[src/rtl/bank_arbiter_rr_pkg.sv]
// -----------------------------------------------------------------------------
// bank_pkg
// Shared definitions for the bank arbiter slice: default bus widths, the
// address-window test and small one-hot / popcount helpers used by the
// arbiter and its round-robin core.
// -----------------------------------------------------------------------------
package bank_pkg;

   localparam int DEF_ADDR_WIDTH = 13;
   localparam int DEF_DATA_WIDTH = 32;
   localparam int MAX_REQ        = 8;

   // Both bounds inclusive; two independent unsigned compares so a bank at
   // address 0 or at the top of the map needs no special casing.
   function automatic logic in_window(input logic [31:0] addr,
                                      input logic [31:0] lo,
                                      input logic [31:0] hi);
      return (lo <= addr) && (addr <= hi);
   endfunction

   function automatic int unsigned popcount(input logic [MAX_REQ-1:0] v);
      int unsigned n;
      n = 0;
      for (int k = 0; k < MAX_REQ; k++) begin
         n = n + int'(v[k]);
      end
      return n;
   endfunction

   function automatic logic [2:0] onehot_to_idx(input logic [MAX_REQ-1:0] oh);
      logic [2:0] idx;
      idx = '0;
      for (int k = 0; k < MAX_REQ; k++) begin
         if (oh[k]) idx = 3'(k);
      end
      return idx;
   endfunction

endpackage

[src/rtl/bank_arbiter_rr_if.sv]
// -----------------------------------------------------------------------------
// bank_arbiter_rr_if
// Requester-side bus of one BRAM bank: per-requester valid/ready handshake,
// write flag, packed addresses and write data, plus the one-hot read
// response and broadcast read data.
//   master : walk-engine side (drives requests, receives ready/response)
//   slave  : arbiter side
// -----------------------------------------------------------------------------
interface bank_arbiter_rr_if #(
   parameter int NUM_REQ    = 4,
   parameter int ADDR_WIDTH = 13,
   parameter int DATA_WIDTH = 32
);
   logic [NUM_REQ-1:0]            req_valid;
   logic [NUM_REQ-1:0]            req_ready;
   logic [NUM_REQ-1:0]            req_we;
   logic [NUM_REQ*ADDR_WIDTH-1:0] req_addr;
   logic [NUM_REQ*DATA_WIDTH-1:0] req_wdata;
   logic [NUM_REQ-1:0]            rsp_valid;
   logic [DATA_WIDTH-1:0]         rsp_rdata;

   modport master (
      output req_valid, req_we, req_addr, req_wdata,
      input  req_ready, rsp_valid, rsp_rdata
   );

   modport slave (
      input  req_valid, req_we, req_addr, req_wdata,
      output req_ready, rsp_valid, rsp_rdata
   );
endinterface

[src/rtl/bank_arbiter_rr_rr_arbiter.sv]
// -----------------------------------------------------------------------------
// rr_arbiter
// Round-robin grant over an eligible vector. The grant is combinational from
// the current eligible set and pointer; the pointer advances past the winner
// only when the grant is actually accepted.
//   clk, rst_n : clock, asynchronous active-low reset
//   i_elig     : eligible requesters
//   i_accept   : grant taken this cycle
//   o_grant    : one-hot grant (all zero when nothing eligible)
// -----------------------------------------------------------------------------
module rr_arbiter #(
   parameter int NUM_REQ = 4
) (
   input  logic               clk,
   input  logic               rst_n,
   input  logic [NUM_REQ-1:0] i_elig,
   input  logic               i_accept,
   output logic [NUM_REQ-1:0] o_grant
);

   localparam int PTR_W = $clog2(NUM_REQ);

   logic [PTR_W-1:0]   r_ptr;
   logic [PTR_W-1:0]   w_win;
   logic               w_found;
   logic [NUM_REQ-1:0] w_grant;

   // Scan ptr, ptr+1, ... with wrap; first eligible requester wins.
   always_comb begin
      w_found = 1'b0;
      w_win   = r_ptr;
      w_grant = '0;
      for (int k = 0; k < NUM_REQ; k++) begin
         if (!w_found && i_elig[(int'(r_ptr) + k) % NUM_REQ]) begin
            w_found = 1'b1;
            w_win   = PTR_W'((int'(r_ptr) + k) % NUM_REQ);
         end
      end
      if (w_found) w_grant[w_win] = 1'b1;
   end

   assign o_grant = w_grant;

   always_ff @(posedge clk or negedge rst_n) begin
      if (!rst_n) begin
         r_ptr <= '0;
      end else if (i_accept) begin
         r_ptr <= (w_win == PTR_W'(NUM_REQ - 1)) ? '0 : w_win + 1'b1;
      end
   end

endmodule

[src/rtl/bank_arbiter_rr.sv]
// -----------------------------------------------------------------------------
// bank_arbiter_rr
// Shares one single-port BRAM bank (global window LOWER_ADDR..UPPER_ADDR)
// among NUM_REQ walk engines. Filters requests to in-window addresses, grants
// one requester round-robin with a zero-cycle ready, registers the BRAM
// command and returns read data to the issuing requester RD_LATENCY+1 cycles
// after the accept. Also counts cycles with more than one eligible requester.
//   clk, rst_n   : clock, asynchronous active-low reset
//   bus (slave)  : requester handshake, addresses, write data, responses
//   mem_en/we/addr/wdata : registered BRAM command (addr is bank-local)
//   mem_rdata    : BRAM read data
//   conflict     : pulse, >1 eligible requester in the previous cycle
//   conflict_cnt : saturating count of conflict cycles
// -----------------------------------------------------------------------------
module bank_arbiter_rr
   import bank_pkg::*;
#(
   parameter int ADDR_WIDTH = DEF_ADDR_WIDTH,
   parameter int DATA_WIDTH = DEF_DATA_WIDTH,
   parameter int NUM_REQ    = 4,
   parameter int LOWER_ADDR = 0,
   parameter int UPPER_ADDR = 4,
   parameter int RD_LATENCY = 1,
   parameter int CNT_WIDTH  = 16
) (
   input  logic                  clk,
   input  logic                  rst_n,
   bank_arbiter_rr_if.slave      bus,
   output logic                  mem_en,
   output logic                  mem_we,
   output logic [ADDR_WIDTH-1:0] mem_addr,
   output logic [DATA_WIDTH-1:0] mem_wdata,
   input  logic [DATA_WIDTH-1:0] mem_rdata,
   output logic                  conflict,
   output logic [CNT_WIDTH-1:0]  conflict_cnt
);

   localparam int IDX_W = $clog2(NUM_REQ);

   logic [NUM_REQ*ADDR_WIDTH-1:0] w_req_addr;
   logic [NUM_REQ*DATA_WIDTH-1:0] w_req_wdata;
   logic [NUM_REQ-1:0]            w_in_win;
   logic [NUM_REQ-1:0]            w_elig;
   logic [NUM_REQ-1:0]            w_grant;
   logic                          w_accept;
   logic [IDX_W-1:0]              w_win;
   logic [ADDR_WIDTH-1:0]         w_sel_addr;

   logic                          r_mem_en;
   logic                          r_mem_we;
   logic [ADDR_WIDTH-1:0]         r_mem_addr;
   logic [DATA_WIDTH-1:0]         r_mem_wdata;
   logic [IDX_W-1:0]              r_iss_id;
   logic [RD_LATENCY-1:0]         r_pipe_vld;
   logic [RD_LATENCY-1:0][IDX_W-1:0] r_pipe_id;
   logic [NUM_REQ-1:0]            r_rsp_valid;
   logic [DATA_WIDTH-1:0]         r_rsp_rdata;
   logic                          r_conflict;
   logic [CNT_WIDTH-1:0]          r_conflict_cnt;

   assign w_req_addr  = bus.req_addr;
   assign w_req_wdata = bus.req_wdata;

   always_comb begin
      w_in_win = '0;
      for (int i = 0; i < NUM_REQ; i++) begin
         w_in_win[i] = in_window(32'(w_req_addr[i*ADDR_WIDTH +: ADDR_WIDTH]),
                                 32'(LOWER_ADDR), 32'(UPPER_ADDR));
      end
   end

   // Gating with rst_n keeps req_ready low while the bank is held in reset.
   assign w_elig = bus.req_valid & w_in_win & {NUM_REQ{rst_n}};

   rr_arbiter #(.NUM_REQ(NUM_REQ)) u_rr_arbiter (
      .clk      (clk),
      .rst_n    (rst_n),
      .i_elig   (w_elig),
      .i_accept (w_accept),
      .o_grant  (w_grant)
   );

   assign bus.req_ready = w_grant;
   assign w_accept      = |(bus.req_valid & w_grant);
   assign w_win         = IDX_W'(onehot_to_idx(MAX_REQ'(w_grant)));
   assign w_sel_addr    = w_req_addr[w_win*ADDR_WIDTH +: ADDR_WIDTH];

   // ---- issue stage: BRAM command register ----
   always_ff @(posedge clk or negedge rst_n) begin
      if (!rst_n) begin
         r_mem_en    <= 1'b0;
         r_mem_we    <= 1'b0;
         r_mem_addr  <= '0;
         r_mem_wdata <= '0;
         r_iss_id    <= '0;
      end else if (w_accept) begin
         r_mem_en    <= 1'b1;
         r_mem_we    <= bus.req_we[w_win];
         r_mem_addr  <= w_sel_addr - ADDR_WIDTH'(LOWER_ADDR);
         r_mem_wdata <= w_req_wdata[w_win*DATA_WIDTH +: DATA_WIDTH];
         r_iss_id    <= w_win;
      end else begin
         r_mem_en    <= 1'b0;
         r_mem_we    <= 1'b0;
      end
   end

   // ---- BRAM latency stage: {valid, id} tracks reads in flight ----
   always_ff @(posedge clk or negedge rst_n) begin
      if (!rst_n) begin
         r_pipe_vld <= '0;
         r_pipe_id  <= '0;
      end else begin
         r_pipe_vld[0] <= r_mem_en & ~r_mem_we;
         r_pipe_id[0]  <= r_iss_id;
         for (int k = 1; k < RD_LATENCY; k++) begin
            r_pipe_vld[k] <= r_pipe_vld[k-1];
            r_pipe_id[k]  <= r_pipe_id[k-1];
         end
      end
   end

   // ---- response stage: capture BRAM data, pulse owner's valid ----
   always_ff @(posedge clk or negedge rst_n) begin
      if (!rst_n) begin
         r_rsp_valid <= '0;
         r_rsp_rdata <= '0;
      end else if (r_pipe_vld[RD_LATENCY-1]) begin
         r_rsp_valid <= NUM_REQ'(1) << r_pipe_id[RD_LATENCY-1];
         r_rsp_rdata <= mem_rdata;
      end else begin
         r_rsp_valid <= '0;
      end
   end

   // ---- contention monitor ----
   always_ff @(posedge clk or negedge rst_n) begin
      if (!rst_n) begin
         r_conflict     <= 1'b0;
         r_conflict_cnt <= '0;
      end else begin
         r_conflict <= (popcount(MAX_REQ'(w_elig)) > 1);
         if (r_conflict && (r_conflict_cnt != '1)) begin
            r_conflict_cnt <= r_conflict_cnt + 1'b1;
         end
      end
   end

   assign bus.rsp_valid = r_rsp_valid;
   assign bus.rsp_rdata = r_rsp_rdata;
   assign mem_en        = r_mem_en;
   assign mem_we        = r_mem_we;
   assign mem_addr      = r_mem_addr;
   assign mem_wdata     = r_mem_wdata;
   assign conflict      = r_conflict;
   assign conflict_cnt  = r_conflict_cnt;

endmodule

[src/flat_wrapper.sv]
// flat-port wrapper written by rule: the top's interface ports become plain ports
module bank_arbiter_rr_flat import bank_pkg::*;
#(
   parameter int ADDR_WIDTH = DEF_ADDR_WIDTH,
   parameter int DATA_WIDTH = DEF_DATA_WIDTH,
   parameter int NUM_REQ    = 4,
   parameter int LOWER_ADDR = 0,
   parameter int UPPER_ADDR = 4,
   parameter int RD_LATENCY = 1,
   parameter int CNT_WIDTH  = 16
)
  (clk, rst_n, mem_en, mem_we, mem_addr, mem_wdata, mem_rdata, conflict, conflict_cnt, bus_req_valid, bus_req_we, bus_req_addr, bus_req_wdata, bus_req_ready, bus_rsp_valid, bus_rsp_rdata);
  bank_arbiter_rr_if #(.NUM_REQ(NUM_REQ), .ADDR_WIDTH(ADDR_WIDTH), .DATA_WIDTH(DATA_WIDTH)) bus_i ();
  input  logic clk;
  input  logic rst_n;
  output logic mem_en;
  output logic mem_we;
  output logic [ADDR_WIDTH-1:0] mem_addr;
  output logic [DATA_WIDTH-1:0] mem_wdata;
  input  logic [DATA_WIDTH-1:0] mem_rdata;
  output logic conflict;
  output logic [CNT_WIDTH-1:0] conflict_cnt;
  input wire logic [$bits(bus_i.req_valid)-1:0] bus_req_valid;
  input wire logic [$bits(bus_i.req_we)-1:0] bus_req_we;
  input wire logic [$bits(bus_i.req_addr)-1:0] bus_req_addr;
  input wire logic [$bits(bus_i.req_wdata)-1:0] bus_req_wdata;
  output wire logic [$bits(bus_i.req_ready)-1:0] bus_req_ready;
  output wire logic [$bits(bus_i.rsp_valid)-1:0] bus_rsp_valid;
  output wire logic [$bits(bus_i.rsp_rdata)-1:0] bus_rsp_rdata;
  assign bus_i.req_valid = bus_req_valid;
  assign bus_i.req_we = bus_req_we;
  assign bus_i.req_addr = bus_req_addr;
  assign bus_i.req_wdata = bus_req_wdata;
  assign bus_req_ready = bus_i.req_ready;
  assign bus_rsp_valid = bus_i.rsp_valid;
  assign bus_rsp_rdata = bus_i.rsp_rdata;
  bank_arbiter_rr #(.ADDR_WIDTH(ADDR_WIDTH), .DATA_WIDTH(DATA_WIDTH), .NUM_REQ(NUM_REQ), .LOWER_ADDR(LOWER_ADDR), .UPPER_ADDR(UPPER_ADDR), .RD_LATENCY(RD_LATENCY), .CNT_WIDTH(CNT_WIDTH)) u_core (.clk(clk), .rst_n(rst_n), .bus(bus_i), .mem_en(mem_en), .mem_we(mem_we), .mem_addr(mem_addr), .mem_wdata(mem_wdata), .mem_rdata(mem_rdata), .conflict(conflict), .conflict_cnt(conflict_cnt));
endmodule
[config.mk]
export PLATFORM = sky130hd
export DESIGN_NAME = bank_arbiter_rr_flat
export DESIGN_NICKNAME = d
export VERILOG_FILES = /design/src/rtl/bank_arbiter_rr_pkg.sv /design/src/rtl/bank_arbiter_rr_if.sv /design/src/rtl/bank_arbiter_rr_rr_arbiter.sv /design/src/rtl/bank_arbiter_rr.sv /design/src/flat_wrapper.sv
export SDC_FILE = /design/constraint.sdc
export NUM_CORES = 1
export LEC_CHECK = 0
export ABC_AREA = 1
export CORE_MARGIN = 2
export CORE_UTILIZATION = 40
export DETAILED_ROUTE_END_ITERATION = 6
export GPL_TIMING_DRIVEN = 0
export PLACE_DENSITY = 0.82
export SYNTH_ARGS = -nofsm -noshare
export SYNTH_HDL_FRONTEND = slang
export SYNTH_SLANG_ARGS = --single-unit
[constraint.sdc]
create_clock -name clk -period 2.81 [get_ports clk]
set_input_delay 0.281 -clock clk [delete_from_list [all_inputs] [get_ports clk]]
set_output_delay 0.281 -clock clk [all_outputs]
set_load 0.02 [all_outputs]
# After elaboration in Yosys (flattened, before gate mapping)
# Cells that the tools add are included.
# word_totals
word_cells,88
out_inout_bits,104
in_bits,222
ff_bits,107
# op_classes
mul,1
eq_ne,2
order_cmp,12
n_reduce_logical,12
mux,30
bitwise_logic,8
add_sub_neg,8
n_shift,3
# op_table
op,n
128-bit by 8-bit variable part select with 32-bit output,1
32-bit by 1-bit adder with 32-bit output,2
13-bit by 3-bit <= comparator with 1-bit output (second input constant),4
52-bit by 7-bit variable part select with 13-bit output,1
32-bit by 1-bit > comparator with 1-bit output (second input constant),1
16-bit by 1-bit adder with 16-bit output (second input constant),1
1-bit 2-to-1 mux,16
16-bit != test (second input constant),1
4-bit bitwise AND,3
3-bit by 4-bit less-than comparator with 1-bit output (second input constant),3
2-bit 2-to-1 mux,6
1-bit binary-select mux with 2-bit select,5
2-bit by 3-bit less-than comparator with 1-bit output (second input constant),3
4-bit 2-to-1 mux,2
2-bit by 4-bit multiplier with 6-bit output (second input constant),1
2-bit OR reduction,3
1-bit logical AND,5
2-bit by 1-bit adder with 2-bit output (second input constant),2
2-bit adder (second input constant),2
4-bit OR reduction,1
1-bit by 2-bit << shifter with 4-bit output (first input constant),1
1-bit bitwise AND (first input constant),3
1-bit logical NOT,3
1-bit by 1-bit adder with 2-bit output,1
5 further kinds,5

# Longest topological paths before layout
# depth
depth_word,26
ltp_mapped,24
ltp_nobuf,22

# Modules after synthesis
# From an unflattened synthesis, not the netlist that was laid out.
# unflattened
hier_cells,949
area_unflattened_um2,6790.3
# modules_own_cells
mod,seq_area_each_um2,instances,cells_each,area_per_inst_um2
bank_arbiter_rr,2627.5,1,855,6266.0
rr_arbiter,50.0,1,94,524.3

# Least setup slack after synthesis
# OpenSTA, ideal clock, no wires.
# synth_path
path_type,input port to flip-flop
startpoint,in rst_n
endpoint,"reg u_core.r_mem_addr[10], in the netlist u_core.mem_addr[10]"
setup_time_ns,0.066
arrival_ns,2.622
stages,22
path_slack_ns,0.123
cell_sequence,buf_4 nand2_1 inv_2 nand2_2 nor2_2 nand3_1 nand2_1 nand2_1 nand2_1 nand3_1 o21ai_0 xor2_1 nand2_1 o21ai_0 inv_1 ha_1 nand3_1 nand2_1 nor2_1 clkbuf_1 nand2_1 nand2_1
# synth_via
elab_chain_cells,23
word_cells_on_any_way,38
# synth_lines
item,line,rtl
start: declaration,flat_wrapper.sv:15,input logic rst_n;
4-bit bitwise AND (*),bank_arbiter_rr.sv:73,assign w_elig = bus.req_valid & w_in_win & {NUM_REQ{rst_n}};
1-bit binary-select mux with 2-bit select,bank_arbiter_rr_rr_arbiter.sv:34,if (!w_found && i_elig[(int'(r_ptr) + k) % NUM_REQ]) begin
1-bit 2-to-1 mux (implied by the code),bank_arbiter_rr_rr_arbiter.sv:34,
1-bit 2-to-1 mux,bank_arbiter_rr_rr_arbiter.sv:34,
1-bit logical NOT,bank_arbiter_rr_rr_arbiter.sv:34,
1-bit logical AND,bank_arbiter_rr_rr_arbiter.sv:34,
1-bit 2-to-1 mux,bank_arbiter_rr_rr_arbiter.sv:34,
1-bit logical NOT,bank_arbiter_rr_rr_arbiter.sv:34,
(+6 left out),-,
1-bit logical AND (implied by the code),bank_arbiter_rr_rr_arbiter.sv:39,if (w_found) w_grant[w_win] = 1'b1;
1-bit 2-to-1 mux (implied by the code),bank_arbiter_rr_rr_arbiter.sv:39,
1-bit demux with 2-bit select,bank_arbiter_rr_rr_arbiter.sv:39,
4-bit 2-to-1 mux (*),bank_arbiter_rr_rr_arbiter.sv:39,
1-bit 2-to-1 mux,bank_arbiter_rr_pkg.sv:34,if (oh[k]) idx = 3'(k);
2-bit 2-to-1 mux (2 in series),bank_arbiter_rr_pkg.sv:34,
2-bit by 4-bit multiplier with 6-bit output,bank_arbiter_rr.sv:86,assign w_sel_addr = w_req_addr[w_win*ADDR_WIDTH +: ADDR_WIDTH];
52-bit by 7-bit variable part select with 13-bit output,bank_arbiter_rr.sv:86,
end signal: assignment,bank_arbiter_rr.sv:99,r_mem_addr <= w_sel_addr - ADDR_WIDTH'(LOWER_ADDR);
end: declaration,bank_arbiter_rr.sv:51,logic [ADDR_WIDTH-1:0] r_mem_addr;
# Mark *: on every way between the ends. The rest lies on a longest branch, timed or not. The select of a mux whose other input is x is not followed.
# A chain may end at the register's enable or synchronous reset.

# Final worst setup path
# layout_path
startpoint,reg u_core.u_rr_arbiter.r_ptr[1]
endpoint,out bus_req_ready[1]
# layout_via
elab_chain_cells,17
word_cells_on_any_way,33
# layout_lines
item,line,rtl
start: declaration,bank_arbiter_rr_rr_arbiter.sv:23,logic [PTR_W-1:0] r_ptr;
start signal: assignment,bank_arbiter_rr_rr_arbiter.sv:48,r_ptr <= (w_win == PTR_W'(NUM_REQ - 1)) ? '0 : w_win + 1'b1;
2-bit by 1-bit adder with 2-bit output / 1-bit binary-select mux with 2-bit select (equally long branches),"bank_arbiter_rr_rr_arbiter.sv:34, bank_arbiter_rr_rr_arbiter.sv:36",
1-bit binary-select mux with 2-bit select / 1-bit 2-to-1 mux (equally long branches),bank_arbiter_rr_rr_arbiter.sv:34,
1-bit 2-to-1 mux (implied by the code),bank_arbiter_rr_rr_arbiter.sv:34,
1-bit 2-to-1 mux (implied by the code) / 1-bit logical NOT (equally long branches),bank_arbiter_rr_rr_arbiter.sv:34,
1-bit logical AND,bank_arbiter_rr_rr_arbiter.sv:34,
1-bit 2-to-1 mux,bank_arbiter_rr_rr_arbiter.sv:34,
1-bit logical NOT,bank_arbiter_rr_rr_arbiter.sv:34,
1-bit logical AND,bank_arbiter_rr_rr_arbiter.sv:34,
1-bit 2-to-1 mux,bank_arbiter_rr_rr_arbiter.sv:34,
1-bit logical NOT,bank_arbiter_rr_rr_arbiter.sv:34,
1-bit logical AND,bank_arbiter_rr_rr_arbiter.sv:34,
2-bit 2-to-1 mux,bank_arbiter_rr_rr_arbiter.sv:34,
2-bit by 3-bit less-than comparator with 1-bit output (implied by the code) / 2-bit by 1-bit greater-or-equal comparator with 1-bit output (equally long branches),bank_arbiter_rr_rr_arbiter.sv:39,
1-bit logical AND (implied by the code),bank_arbiter_rr_rr_arbiter.sv:39,
1-bit 2-to-1 mux (implied by the code),bank_arbiter_rr_rr_arbiter.sv:39,
1-bit demux with 2-bit select,bank_arbiter_rr_rr_arbiter.sv:39,
4-bit 2-to-1 mux (*),bank_arbiter_rr_rr_arbiter.sv:39,
end: declaration,flat_wrapper.sv:27,output wire logic [$bits(bus_i.req_ready)-1:0] bus_req_ready;
# Marked as above.

==> reports/metrics.cfg <==
[critical_path]
cp.arrival_ns = 2.55
cp.required_ns = 2.53
cp_max_fo = 6
critPathKind = reg -> out
cp-end-kind = primary output
cp-start-kind = flip-flop

[drt]
vias = 9637
drtPass1Iterations = 7
postRouteAntennaNets = 0
drc_errors = 11
drtIter0Drc = 792
wl_per_cell_um = 16.2
drt-total-wl_mm = 30.4
via_per_inst = 5.13

[pwr]
power_switching_uw = 1350
pwr-share-seq_pct = 38.6
finalPower_uw = 4150
netSwitchingFraction_pct = 32.4
power.density_mw_per_mm2 = 332
p_leak_uw = 0.00665
clkPwrFrac_pct = 32.4
vdd_drop_max_mv = 0.283
comb_power_share_pct = 29.1
intPower_uw = 2810

[outcome]
failed_checks = DRC, setup timing
status = finished, violations left

[cells_and_area]
final_area_mm2 = 0.0125
drive_above_1_share_pct = 13.4
fin_nets = 1860
area_growth_pct = 62.6

[placed_design]
dpl_cell_area_mm2 = 0.0113
place_congestion = 0.924
dpl.hpwl_mm = 22.4
io_buffers = 325
dp_slack_ns = -1.19

[synth]
synth_largest_area_cell = dfrtp_1
synth.most_common_cell = nand2_1
syn-instance-count = 1243
yosysWarnings = 0
ys_types = 31
syn_area_mm2 = 0.00770
synth.cells.most_frequent = 484 x nand2_1, 214 x inv_1, 131 x nand3_1
synth-seq-cells = 107
synth_top_cell_area_share_pct = 34.8
synth_edf_count = 0
synth_ff_type = dfrtp_1
async_flop_share_pct = 100
syn_avg_cell_area_um2 = 6.19
synth_top_cells_by_area = dfrtp_1 35%, nand2_1 24%, inv_1 10%, nand3_1 8.5%, nand4_1 7.7%
ys_seq_area_share_pct = 34.8
synth_nets = 1472

[timing]
finalCriticalPeriod_ns = 2.83
final_max_slew_viol_count = 0
rsz0062_at_grt = yes
setup_ws_ns = -0.0233
fin_crit_sh_pct = 101
relSlewSlack_pct = 67.8
finClkSkew_ns = 0.00950
max_freq_mhz = 353
worstMarginPinSlew_ns = 0.478
finalHoldViolCount = 0
setup_viol = 2

[die]
ios = 326
die_w_um = 143
coreArea_mm2 = 0.0188
die_h_um = 143
floorplan.initialDensity_pct = 41.0
dieArea_mm2 = 0.0204
floorplan.rows = 50

[global_route]
grt_pass1_wl_mm = 44.4
grt_antenna_before_repair = 6
track_usage_pct = 27.8
grt_overflow = 0
grt_start_max_net_pins = 39
grt_pass1_vias = 8789

[clock_network]
h-tree-depth = 3
clock_sinks = 107
tritoncts = done
clk_pin_slew_ns = 0.09
cts_root_buf = clkbuf_16
insertion_delay_ns = 0.36
tritoncts.num_buffers = 9
cts_max_path_buffers = 2

[run]
cap_violations = 0

[min_path]
hold_class = in -> async

-- area by class of cell --
class	count	area, µm²
Antenna cell	7	17.5
Buffer	67	465
Clock buffer	9	225
Clock inverter	7	92.6
Fill cell	1609	6260
Inverter	220	826
Multi-Input combinational cell	849	4180
Sequential cell	107	2680
Tap cell	234	293
Timing Repair Buffer	377	3730
-- kinds of logic after synthesis --
logic type / count (synthesis) / synth area share (%)
simple gates: 815 / 46.0
flops: 107 / 34.8
fa+ha+maj: 7 / 1.14
buf+inv: 287 / 15.2
xor+xnor: 15 / 1.95
compound gates: 12 / 0.927
-- layer usage --
layer  GRT usage, %  routed length, µm  share of wire (%)  vias up
met3           5.00               2440                8.0       81
met1           35.8              12100                 40     4421
met4           11.7               1200                3.9        0
met5              0                  0                  0        -
met2           45.9              14600                 48      502
li1               -                  -                  -     4633
-- timing repair --
| action | CTS | global route |
|---|---|---|
| gates resized for setup | 139 | 106 |
| endpoints found under the hold margin | 4 | 0 |
| endpoints found under the setup margin | 55 | 56 |
| setup buffers | 33 | 12 |
| gates cloned | 2 | 2 |
| hold buffers | 1 | 0 |
| pin swaps | 40 | 37 |
-- placed cells by master (no fill, tap or decap), types with 17 or more instances in the layout --
cell type,Yosys,routed
nor2_2,3,20
buf_4,12,58
clkdlybuf4s50_1,0,264
nand2_1,484,466
inv_1,214,207
nor2_1,77,47
buf_2,33,27
dlygate4sd2_1,0,39
nand4_1,95,95
buf_6,1,17
dfrtp_1,107,107
nand3_1,131,123
-- worst max-delay path, cell delays in order (launching register included) --
cell and delay, ns:
dfrtp_1 0.38, buf_6 0.13, xor2_4 0.22, inv_2 0.10, nand2_2 0.09, nand2_4 0.07, nor2_4 0.12, nand2_2 0.07
o21ai_2 0.06, xor2_1 0.20, nand2_2 0.10, o21ai_4 0.11, inv_2 0.11, ha_4 0.19, nand2_1 0.06, inv_1 0.05
buf_6 0.12
-- power groups by stage --
| stage | registers [µW] | logic, µW | clock network [µW] |
|---|---|---|---|
| 2_1_floorplan | 1680 | 433 | 0 |
| 3_3_place_gp | 1630 | 1070 | 0 |
| 3_5_place_dp | 1630 | 1080 | 0 |
| 4_1_cts | 1600 | 1150 | 1370 |
| 5_1_grt | 1610 | 1300 | 1410 |
| 6_report | 1600 | 1210 | 1340 |
-- state kept, by name (all words and copies together), names as in the netlist --
name and flops:
u_core.r_iss_id 2, u_core.bus.rsp_valid 4, u_core.conflict_cnt 16, u_core.u_rr_arbiter.r_ptr 2, u_core.r_pipe_id 2, u_core.conflict 1
u_core.mem_en 1, u_core.bus.rsp_rdata 32, u_core.mem_wdata 32, u_core.mem_addr 13, u_core.r_pipe_vld 1, u_core.mem_we 1
-- stage by stage --
step                hold WS, ns  util [%]  setup TNS [ns]  instances
floorplan               -0.0146         -               0       1243
global placement          0.363      59.9         -582.20       1802
detailed placement       0.0952      60.1          -57.65       1804
CTS                      0.0116      64.3               0       1856
global route             0.0102      66.6           -4.18       1875
finish                   0.0205      66.7         -0.0357       1877
-- final timing paths --
check / endpoint / from / depth (start not counted) / slack, ns
hold reg to reg: u_core.r_pipe_id[0]$_DFF_PN0_ / u_core.r_iss_id[0]$_DFFE_PN0P_ / 0 / 0.39
setup / recovery: bus_req_ready[1] / u_core.u_rr_arbiter.r_ptr[1]$_DFFE_PN0P_ / 16 / -0.02
setup reg to reg: u_core.mem_addr[10]$_DFFE_PN0P_ / u_core.u_rr_arbiter.r_ptr[1]$_DFFE_PN0P_ / 20 / 0.05
hold / removal: u_core.bus.rsp_rdata[28]$_DFFE_PN0P_ / rst_n / 2 / 0.02
min in group clk: u_core.r_pipe_id[0]$_DFF_PN0_ / u_core.r_iss_id[0]$_DFFE_PN0P_ / 0 / 0.39
max in group asynchronous: u_core.bus.rsp_rdata[18]$_DFFE_PN0P_ / rst_n / 4 / 2.27
(Power assumes the default switching activity.)
